`src/rtl/text_link_pkg.sv`:
```
// Shared constants and state encoding for the text link framer/deframer.
// Used by both the receive deframer and the transmit framer.
package text_link_pkg;

    localparam logic [7:0] SYNC_WORD = 8'h7E;
    localparam int         MAX_LEN   = 32;
    localparam int         CHK_W     = 8;

    typedef enum logic [1:0] {
        HUNT,
        LEN,
        PAYLOAD,
        CHECK
    } link_state_t;

endpackage

```
`src/rtl/rx_byte_fifo.sv`:
```
// Small synchronous FIFO with a combinational head; a push while full is
// accepted only if a pop happens in the same cycle.
module rx_byte_fifo #(
    parameter int DEPTH = 4,
    parameter int W     = 8
) (
    input  logic         clk,
    input  logic         reset,
    input  logic         push,
    input  logic [W-1:0] din,
    output logic         full,
    input  logic         pop,
    output logic [W-1:0] dout,
    output logic         empty
);

    localparam int             AW       = $clog2(DEPTH);
    localparam logic [AW:0]    FULL_CNT = (AW+1)'(DEPTH);

    logic [W-1:0]  mem [DEPTH];
    logic [AW-1:0] wr_ptr;
    logic [AW-1:0] rd_ptr;
    logic [AW:0]   count;
    logic          do_push;
    logic          do_pop;

    assign full    = (count == FULL_CNT);
    assign empty   = (count == '0);
    assign do_pop  = pop && !empty;
    assign do_push = push && (!full || do_pop);
    assign dout    = empty ? '0 : mem[rd_ptr];

    always_ff @(posedge clk) begin
        if (reset) begin
            wr_ptr <= '0;
            rd_ptr <= '0;
            count  <= '0;
        end else begin
            if (do_push)
                wr_ptr <= wr_ptr + AW'(1);
            if (do_pop)
                rd_ptr <= rd_ptr + AW'(1);
            if (do_push && !do_pop)
                count <= count + (AW+1)'(1);
            else if (do_pop && !do_push)
                count <= count - (AW+1)'(1);
        end
    end

    always_ff @(posedge clk) begin
        if (do_push)
            mem[wr_ptr] <= din;
    end

endmodule

```
`src/rtl/text_frame_rx.sv`:
```
// Serial deframer: hunts for sync, parses a length-prefixed payload,
// checks an XOR checksum and streams payload bytes out cut-through.
module text_frame_rx #(
    parameter logic [7:0] SYNC_WORD  = text_link_pkg::SYNC_WORD,
    parameter int         MAX_LEN    = text_link_pkg::MAX_LEN,
    parameter int         FIFO_DEPTH = 4
) (
    input  logic       clk,
    input  logic       reset,
    input  logic       bit_in,
    input  logic       bit_valid,
    output logic [7:0] data_out,
    output logic       out_valid,
    input  logic       out_ready,
    output logic       frame_done,
    output logic       frame_err,
    output logic       overflow,
    output logic       busy
);

    import text_link_pkg::*;

    localparam logic [7:0] MAX_LEN_B = 8'(MAX_LEN);

    link_state_t      state, state_n;
    logic [7:0]       shift, shift_n;
    logic [3:0]       bit_cnt, bit_cnt_n;
    logic [7:0]       byte_cnt, byte_cnt_n;
    logic [7:0]       len, len_n;
    logic [CHK_W-1:0] chk, chk_n;
    logic             drop, drop_n;
    logic             done_n, err_n, ovf_n;

    logic [7:0] byte_in;
    logic [3:0] field_cnt;
    logic       byte_done;
    logic       push;
    logic       pop;
    logic       full;
    logic       empty;

    assign byte_in   = {shift[6:0], bit_in};
    assign byte_done = bit_valid && (bit_cnt == 4'd7);
    assign field_cnt = (bit_cnt == 4'd7) ? 4'd0 : bit_cnt + 4'd1;
    assign out_valid = !empty;
    assign pop       = out_valid && out_ready;
    assign busy      = (state != HUNT);

    always_ff @(posedge clk) begin
        if (reset) begin
            state      <= HUNT;
            shift      <= '0;
            bit_cnt    <= '0;
            byte_cnt   <= '0;
            len        <= '0;
            chk        <= '0;
            drop       <= 1'b0;
            frame_done <= 1'b0;
            frame_err  <= 1'b0;
            overflow   <= 1'b0;
        end else begin
            state      <= state_n;
            shift      <= shift_n;
            bit_cnt    <= bit_cnt_n;
            byte_cnt   <= byte_cnt_n;
            len        <= len_n;
            chk        <= chk_n;
            drop       <= drop_n;
            frame_done <= done_n;
            frame_err  <= err_n;
            overflow   <= ovf_n;
        end
    end

    always_comb begin
        state_n    = state;
        shift_n    = shift;
        bit_cnt_n  = bit_cnt;
        byte_cnt_n = byte_cnt;
        len_n      = len;
        chk_n      = chk;
        drop_n     = drop;
        push       = 1'b0;
        done_n     = 1'b0;
        err_n      = 1'b0;
        ovf_n      = 1'b0;
        if (bit_valid) begin
            shift_n = byte_in;
            unique case (state)
                HUNT: begin
                    // bit_cnt is a fill counter here, saturating at 8
                    if (bit_cnt >= 4'd7 && byte_in == SYNC_WORD) begin
                        state_n   = LEN;
                        bit_cnt_n = '0;
                    end else if (bit_cnt != 4'd8) begin
                        bit_cnt_n = bit_cnt + 4'd1;
                    end
                end
                LEN: begin
                    bit_cnt_n = field_cnt;
                    if (byte_done) begin
                        len_n = byte_in;
                        chk_n = byte_in;
                        if (byte_in == 8'd0 || byte_in > MAX_LEN_B) begin
                            err_n     = 1'b1;
                            state_n   = HUNT;
                            bit_cnt_n = '0;
                        end else begin
                            state_n    = PAYLOAD;
                            byte_cnt_n = '0;
                            drop_n     = 1'b0;
                        end
                    end
                end
                PAYLOAD: begin
                    bit_cnt_n = field_cnt;
                    if (byte_done) begin
                        chk_n = chk ^ byte_in;
                        push  = 1'b1;
                        if (full && !pop) begin
                            ovf_n  = 1'b1;
                            drop_n = 1'b1;
                        end
                        byte_cnt_n = byte_cnt + 8'd1;
                        if (byte_cnt_n == len)
                            state_n = CHECK;
                    end
                end
                CHECK: begin
                    bit_cnt_n = field_cnt;
                    if (byte_done) begin
                        done_n    = 1'b1;
                        err_n     = (byte_in != chk) || drop;
                        state_n   = HUNT;
                        bit_cnt_n = '0;
                    end
                end
            endcase
        end
    end

    rx_byte_fifo #(
        .DEPTH (FIFO_DEPTH),
        .W     (8)
    ) u_fifo (
        .clk   (clk),
        .reset (reset),
        .push  (push),
        .din   (byte_in),
        .full  (full),
        .pop   (pop),
        .dout  (data_out),
        .empty (empty)
    );

endmodule

```
`config.mk`:
```
export PLATFORM = sky130hd
export DESIGN_NAME = text_frame_rx
export DESIGN_NICKNAME = d
export VERILOG_FILES = /design/src/rtl/text_link_pkg.sv /design/src/rtl/rx_byte_fifo.sv /design/src/rtl/text_frame_rx.sv
export SDC_FILE = /design/constraint.sdc
export NUM_CORES = 1
export LEC_CHECK = 0
export BUFFER_PORTS_ARGS = -buffer_cell sky130_fd_sc_hd__buf_4
export CAP_MARGIN = 20
export CORE_MARGIN = 2
export CORE_UTILIZATION = 55
export DETAILED_ROUTE_END_ITERATION = 8
export HOLD_SLACK_MARGIN = 0.02
export PLACE_DENSITY = 0.73
export RECOVER_POWER = 50
export SLEW_MARGIN = 20
export SYNTH_ARGS = -nofsm -noshare
export SYNTH_HDL_FRONTEND = slang
export SYNTH_SLANG_ARGS = --single-unit
```
`constraint.sdc`:
```
create_clock -name clk -period 6.3 [get_ports clk]
set_input_delay 0.63 -clock clk [delete_from_list [all_inputs] [get_ports clk]]
set_output_delay 0.63 -clock clk [all_outputs]
set_load 0.01 [all_outputs]
```
==> results of run 1 <==
-- report_power, final --
part	switching, mW	internal, mW
clock	0.202	0.146
sequential	0.00420	0.550
combinational	0.0136	0.00869
total	0.220	0.704
-- routing by layer --
metal	routed length, um	share of wire (%)
met4	135	1.9
met1	3240	47
met2	3400	49
met5	0	0
met3	163	2.3
-- stage by stage --
step           hold slack, ns  power (mW)  instance area (um2)  setup slack, ns  util [%]
2_1_floorplan           0.455       0.583                 3850             3.82         -
3_3_place_gp            0.473       0.588                 3980             3.10      58.6
4_1_cts                 0.499       0.930                 4160             3.17      61.2
3_5_place_dp            0.484       0.589                 3980             2.98      58.6
5_1_grt                 0.515       0.955                 4140             2.84      60.9
6_report                0.497       0.924                 4140             3.19      60.9
-- layout make-up --
cell class                      count  area [um2]
Clock buffer                        9         124
Clock inverter                      7        51.3
Fill cell                         588        2660
Inverter                            7        26.3
Multi-Input combinational cell    259        1750
Sequential cell                    82        1960
Tap cell                           96         120
Timing Repair Buffer               17         105
-- flip-flops by register name (all words and copies together), names as in the netlist, 3 cells and up, named ones only --
name          count
bit_cnt           4
len               8
shift             7
u_fifo.mem       32
byte_cnt          8
chk               8
u_fifo.count      3
-- logic make-up after synthesis --
kind of cell / count (synthesis) / synth area share (%)
AOI/OAI and AO/OA: 63 / 9.03
xor gates and xnor gates: 30 / 6.82
adders and majority gates: 10 / 3.38
buffers and inverters: 33 / 3.77
DFF: 82 / 50.9
muxes: 20 / 7.79
and+or+nand+nor: 136 / 18.3
-- cell usage in the layout (no fill, tap or decap), types with 8 or more instances in the layout --
cell type and n:
ha_1 8, a21oi_1 23, o21ai_0 29, clkbuf_8 9
mux2i_1 12, edfxtp_1 32, dfxtp_1 50, nand2_1 33
buf_4 11, xor2_1 14, mux4_2 8, xnor2_1 16
and2_1 12, nor2_1 37
-- critical path, stage by stage, from the launching register on --
cell	delay, ns
dfxtp_1	0.37
ha_1	0.24
nand4b_1	0.53
nor2_1	0.58
ha_1	0.28
inv_1	0.06
fa_1	0.38
xor2_1	0.16
or3_1	0.31
a21oi_1	0.14
-- worst min-delay path by stage --
stage,slack (ns),cells after the start,endpoint
after floorplan,0.45,0,u_fifo.mem[0][3]
after global placement,0.47,2,u_fifo.count[2]
after detailed placement,0.48,2,len[1]
after CTS,0.50,2,len[1]
after global routing,0.52,2,len[1]
final,0.50,2,len[1]
==> flow_summary.ini, run 1 <==
[power]
p_leak_nw = 1.42
power_density_nw_per_um2 = 223
peakVddDrop_uv = 131

[setup_path]
cp-start-kind = register
critPathCapture = u_fifo.count[2]
end_kind = register
r2r_cells = 9
worst_r2r_startpoint = bit_cnt[1]
reg2reg_to = u_fifo.count[2]
critPathRequiredTime_ns = 6.59
crit_fanout = 17
critPathKind = reg2reg
crit_arrival_ns = 3.40
ff2ff_setup_slack_ns = 3.19
cp-startpoint = bit_cnt[1]

[sta]
fin_tns_setup_ns = 0
finClkSkew_ns = 0.00829
rsz0062_at_grt = no
hold_violations = 0
period_needed_ns = 3.11
tightest_slew_ns = 0.745
slew_headroom_pct = 49.9
slew_viol_final = 0
setup_viol = 0
period_share_pct = 49.3
fmax_mhz = 322

[synth]
ys_top_cells_by_count = dfxtp_1 (50), nor2_1 (37), nand2_1 (33)
synth_flop_cell = dfxtp_1
yosysMostFrequentCell = dfxtp_1
syn-num-nets = 388
yosysTopAreaCellShare_pct = 26.0
syn-cell-area_um2 = 3850
syn_area_per_cell_um2 = 10.3
async_flop_share_pct = 0
ys_types = 50
yosysTopAreaCell = dfxtp_1
synth-edff-count = 32
ys_ff_latch = 82
synth_warnings = 0
ys_seq_area_share_pct = 50.9
ys_top_cells_by_area = dfxtp_1 (26%), edfxtp_1 (25%), mux4_2 (4.7%), o21ai_0 (3.8%), xnor2_1 (3.6%)
synth_cells = 374

[global_route]
met1_usage_pct = 25.4
grtUsageMet2_pct = 33.0
gr-usage-met3_pct = 3.77
overflow = 0
grt_max_degree = 44
top_usage_layer = met2
grt_pass1_wl_um = 11800
first_global_vias = 2482
track_usage_pct = 20.0
antenna_found_initial = 0

[clock_tree]
clkTransAtPathRegs_ns = 0.09
numCtsBuffers = 9
cts_resized = 0
ctsLongestPathBuffers = 2
cts_sinks = 82
cts_root_buf = clkbuf_8
h-tree-depth = 3
ctsHoldBuffers = 0
cts_tree = built
clk_latency_ns = 0.36
postCtsSetupBuffers = 0

[die]
die_w_um = 87.7
pin_count = 18
dieArea_um2 = 7690
core_um2 = 6790
start_util_pct = 56.7
fp-row-count = 30
die_h_um = 87.7

[detailed_routing]
vias = 2596
routed_via_density = 5.44
wl_per_cell_um = 14.5
ant_nets = 0
postRouteWirelength_um = 6940
drtPass1Iterations = 4
drc_errors = 0
first_iter_violations = 145

[flow_run]
maxCapViolCount = 0

[run_status]
status = complete, no violations

[final_layout]
area_delta_synth_final_pct = 7.31
nets = 390
drive_above_1_share_pct = 13.1
fin_cells = 477
antenna_cells = 0

[placement]
finalWeightedCongestion = 0.764
hpwl_um = 4690
io_buffers = 17
numPlacedInstances = 461

[hold_path]
holdCritStartpoint = len[1]
min_path_type = reg2reg
Note: power is estimated with default switching activity, not from simulation.
==> run 2, diff against run 1 <==
==> constraint.sdc (replaced) <==
create_clock -name clk -period 2.9 [get_ports clk]
set_input_delay 0.29 -clock clk [delete_from_list [all_inputs] [get_ports clk]]
set_output_delay 0.29 -clock clk [all_outputs]
set_load 0.01 [all_outputs]
==> run 2 against run 1 <==
Routed wire length is 2.7% higher. Global-route usage up 0.14 points. Critical path depth shrank 1. Worst setup slack got worse by 2.7 ns.
==> flow_summary.ini, run 2 (synthesized netlist as in run 1, its figures left out) <==
[detailed_routing]
drc_errors = 0
first_iter_violations = 89
wl_per_cell_um = 14.7
drtPass1Iterations = 4
postRouteWirelength_um = 7130
routed_via_density = 5.51
vias = 2667
ant_nets = 0

[die]
start_util_pct = 56.7
dieArea_um2 = 7690
pin_count = 18
die_h_um = 87.7
fp-row-count = 30
core_um2 = 6790
die_w_um = 87.7

[clock_tree]
ctsLongestPathBuffers = 2
cts_root_buf = clkbuf_8
cts_resized = 0
cts_tree = built
h-tree-depth = 3
numCtsBuffers = 9
cts_sinks = 82
postCtsSetupBuffers = 0
clk_latency_ns = 0.35
ctsHoldBuffers = 0
clkTransAtPathRegs_ns = 0.08

[setup_path]
critPathKind = reg2reg
critPathRequiredTime_ns = 3.18
crit_path_top_delay_cell = or3_1
ff2ff_setup_slack_ns = 0.54
path_cells = or3_1 -> nand2_1 -> ha_1 -> inv_1 -> fa_1 -> xor2_1 -> or3_1 -> a21oi_1
crit_fanout = 11
crit_arrival_ns = 2.64
timing.critical_path.buf_inv = 1
cpMostUsedCell = or3_1
cp_top_family = simple AND/OR/NAND/NOR gates
cp-start-kind = register
end_kind = register
max_stage_delay_ns = 0.53

[placement]
io_buffers = 17
finalWeightedCongestion = 0.825
place_area_um2 = 4040
hpwl_um = 4920
numPlacedInstances = 468

[run_status]
status = complete, no violations

[final_layout]
antenna_cells = 0
drive_above_1_share_pct = 12.6
largest-register = u_fifo.mem
final_common_cell = dfxtp_1
area_delta_synth_final_pct = 9.35
nets = 397
fillerInstances = 572
final_cell_mix = dfxtp_1 (50), nor2_1 (37), nand2_1 (33)
post-route-util_pct = 62.0
largest_reg_flops = 32
stdcell_area_um2 = 4210
fin_cells = 484

[global_route]
first_global_vias = 2457
grt_pass1_wl_um = 11900
overflow = 0
track_usage_pct = 20.1
grt_max_degree = 44
antenna_found_initial = 0

[sta]
tightest_slew_ns = 0.744
period_share_pct = 81.4
fmax_mhz = 424
holdWs_ns = 0.275
slew_headroom_pct = 50.0
slew_viol_final = 0
period_needed_ns = 2.36
rsz0062_at_grt = no
finClkSkew_ns = 0.0102
hold_violations = 0
fin_tns_setup_ns = 0
setup_viol = 0

[hold_path]
min_path_type = in2reg

[power]
p_leak_nw = 1.45
power_density_nw_per_um2 = 512
peakVddDrop_uv = 327

[flow_run]
maxCapViolCount = 0
[run 2: changes by cell type in the layout (fill, tap and decap cells not counted), moves of 2 or more]
| cell | previous run | this run |
|---|---|---|
| clkbuf_1 | 6 | 13 |
| clkinv_2 | 2 | 0 |
| clkbuf_8 | 9 | 11 |
| inv_6 | 3 | 1 |
[run 2: worst register-to-register path: cells and delay by family (launching register included)]
kind	cells	cell delay (ns)
compound gates	1	0.15
xor+xnor	1	0.16
fa+ha+maj	2	0.56
buf+inv	1	0.06
flops	1	0.35
simple gates	3	1.01
[run 2: per-stage QoR]
step                      worst slack [ns]  power [mW]
after floorplan                      0.475        1.27
after global placement               0.620        1.28
after detailed placement             0.530        1.28
after CTS                            0.503        2.18
after global routing                 0.344        2.24
final                                0.540        2.16
[run 2: final timing paths]
kind / cells past startpoint / from / end
max: 8 / u_fifo.count[0] / u_fifo.count[2]
min: 3 / out_ready / overflow
max reg2reg: 8 / u_fifo.count[0] / u_fifo.count[2]
min reg2reg: 2 / len[3] / len[3]
[run 2: area by class of cell]
cell class / instances / area [um2] / area share (%)
clock buffers: 12 / 176 / 4.19
clock inverters: 4 / 55.1 / 1.31
inverters: 7 / 26.3 / 0.624
multi-input cells: 259 / 1740 / 41.4
flip-flops and latches: 82 / 1960 / 46.6
well taps: 96 / 120 / 2.85
repair buffers: 24 / 131 / 3.12
[run 2: per-layer routing]
layer	routed length [um]	vias to the layer above	GRT usage (%)
li1	-	1337	-
met1	3380	1276	28.0
met2	3400	43	31.6
met3	243	11	3.39
met4	106	0	7.83
met5	0	-	0
[run 2: where the power goes]
part | leakage, nW | internal, mW | switching (mW)
Clock | 0.114 | 0.502 | 0.406
Combinational | 0.641 | 0.0183 | 0.0323
Sequential | 0.697 | 1.19 | 0.00646
Total | 1.45 | 1.71 | 0.445
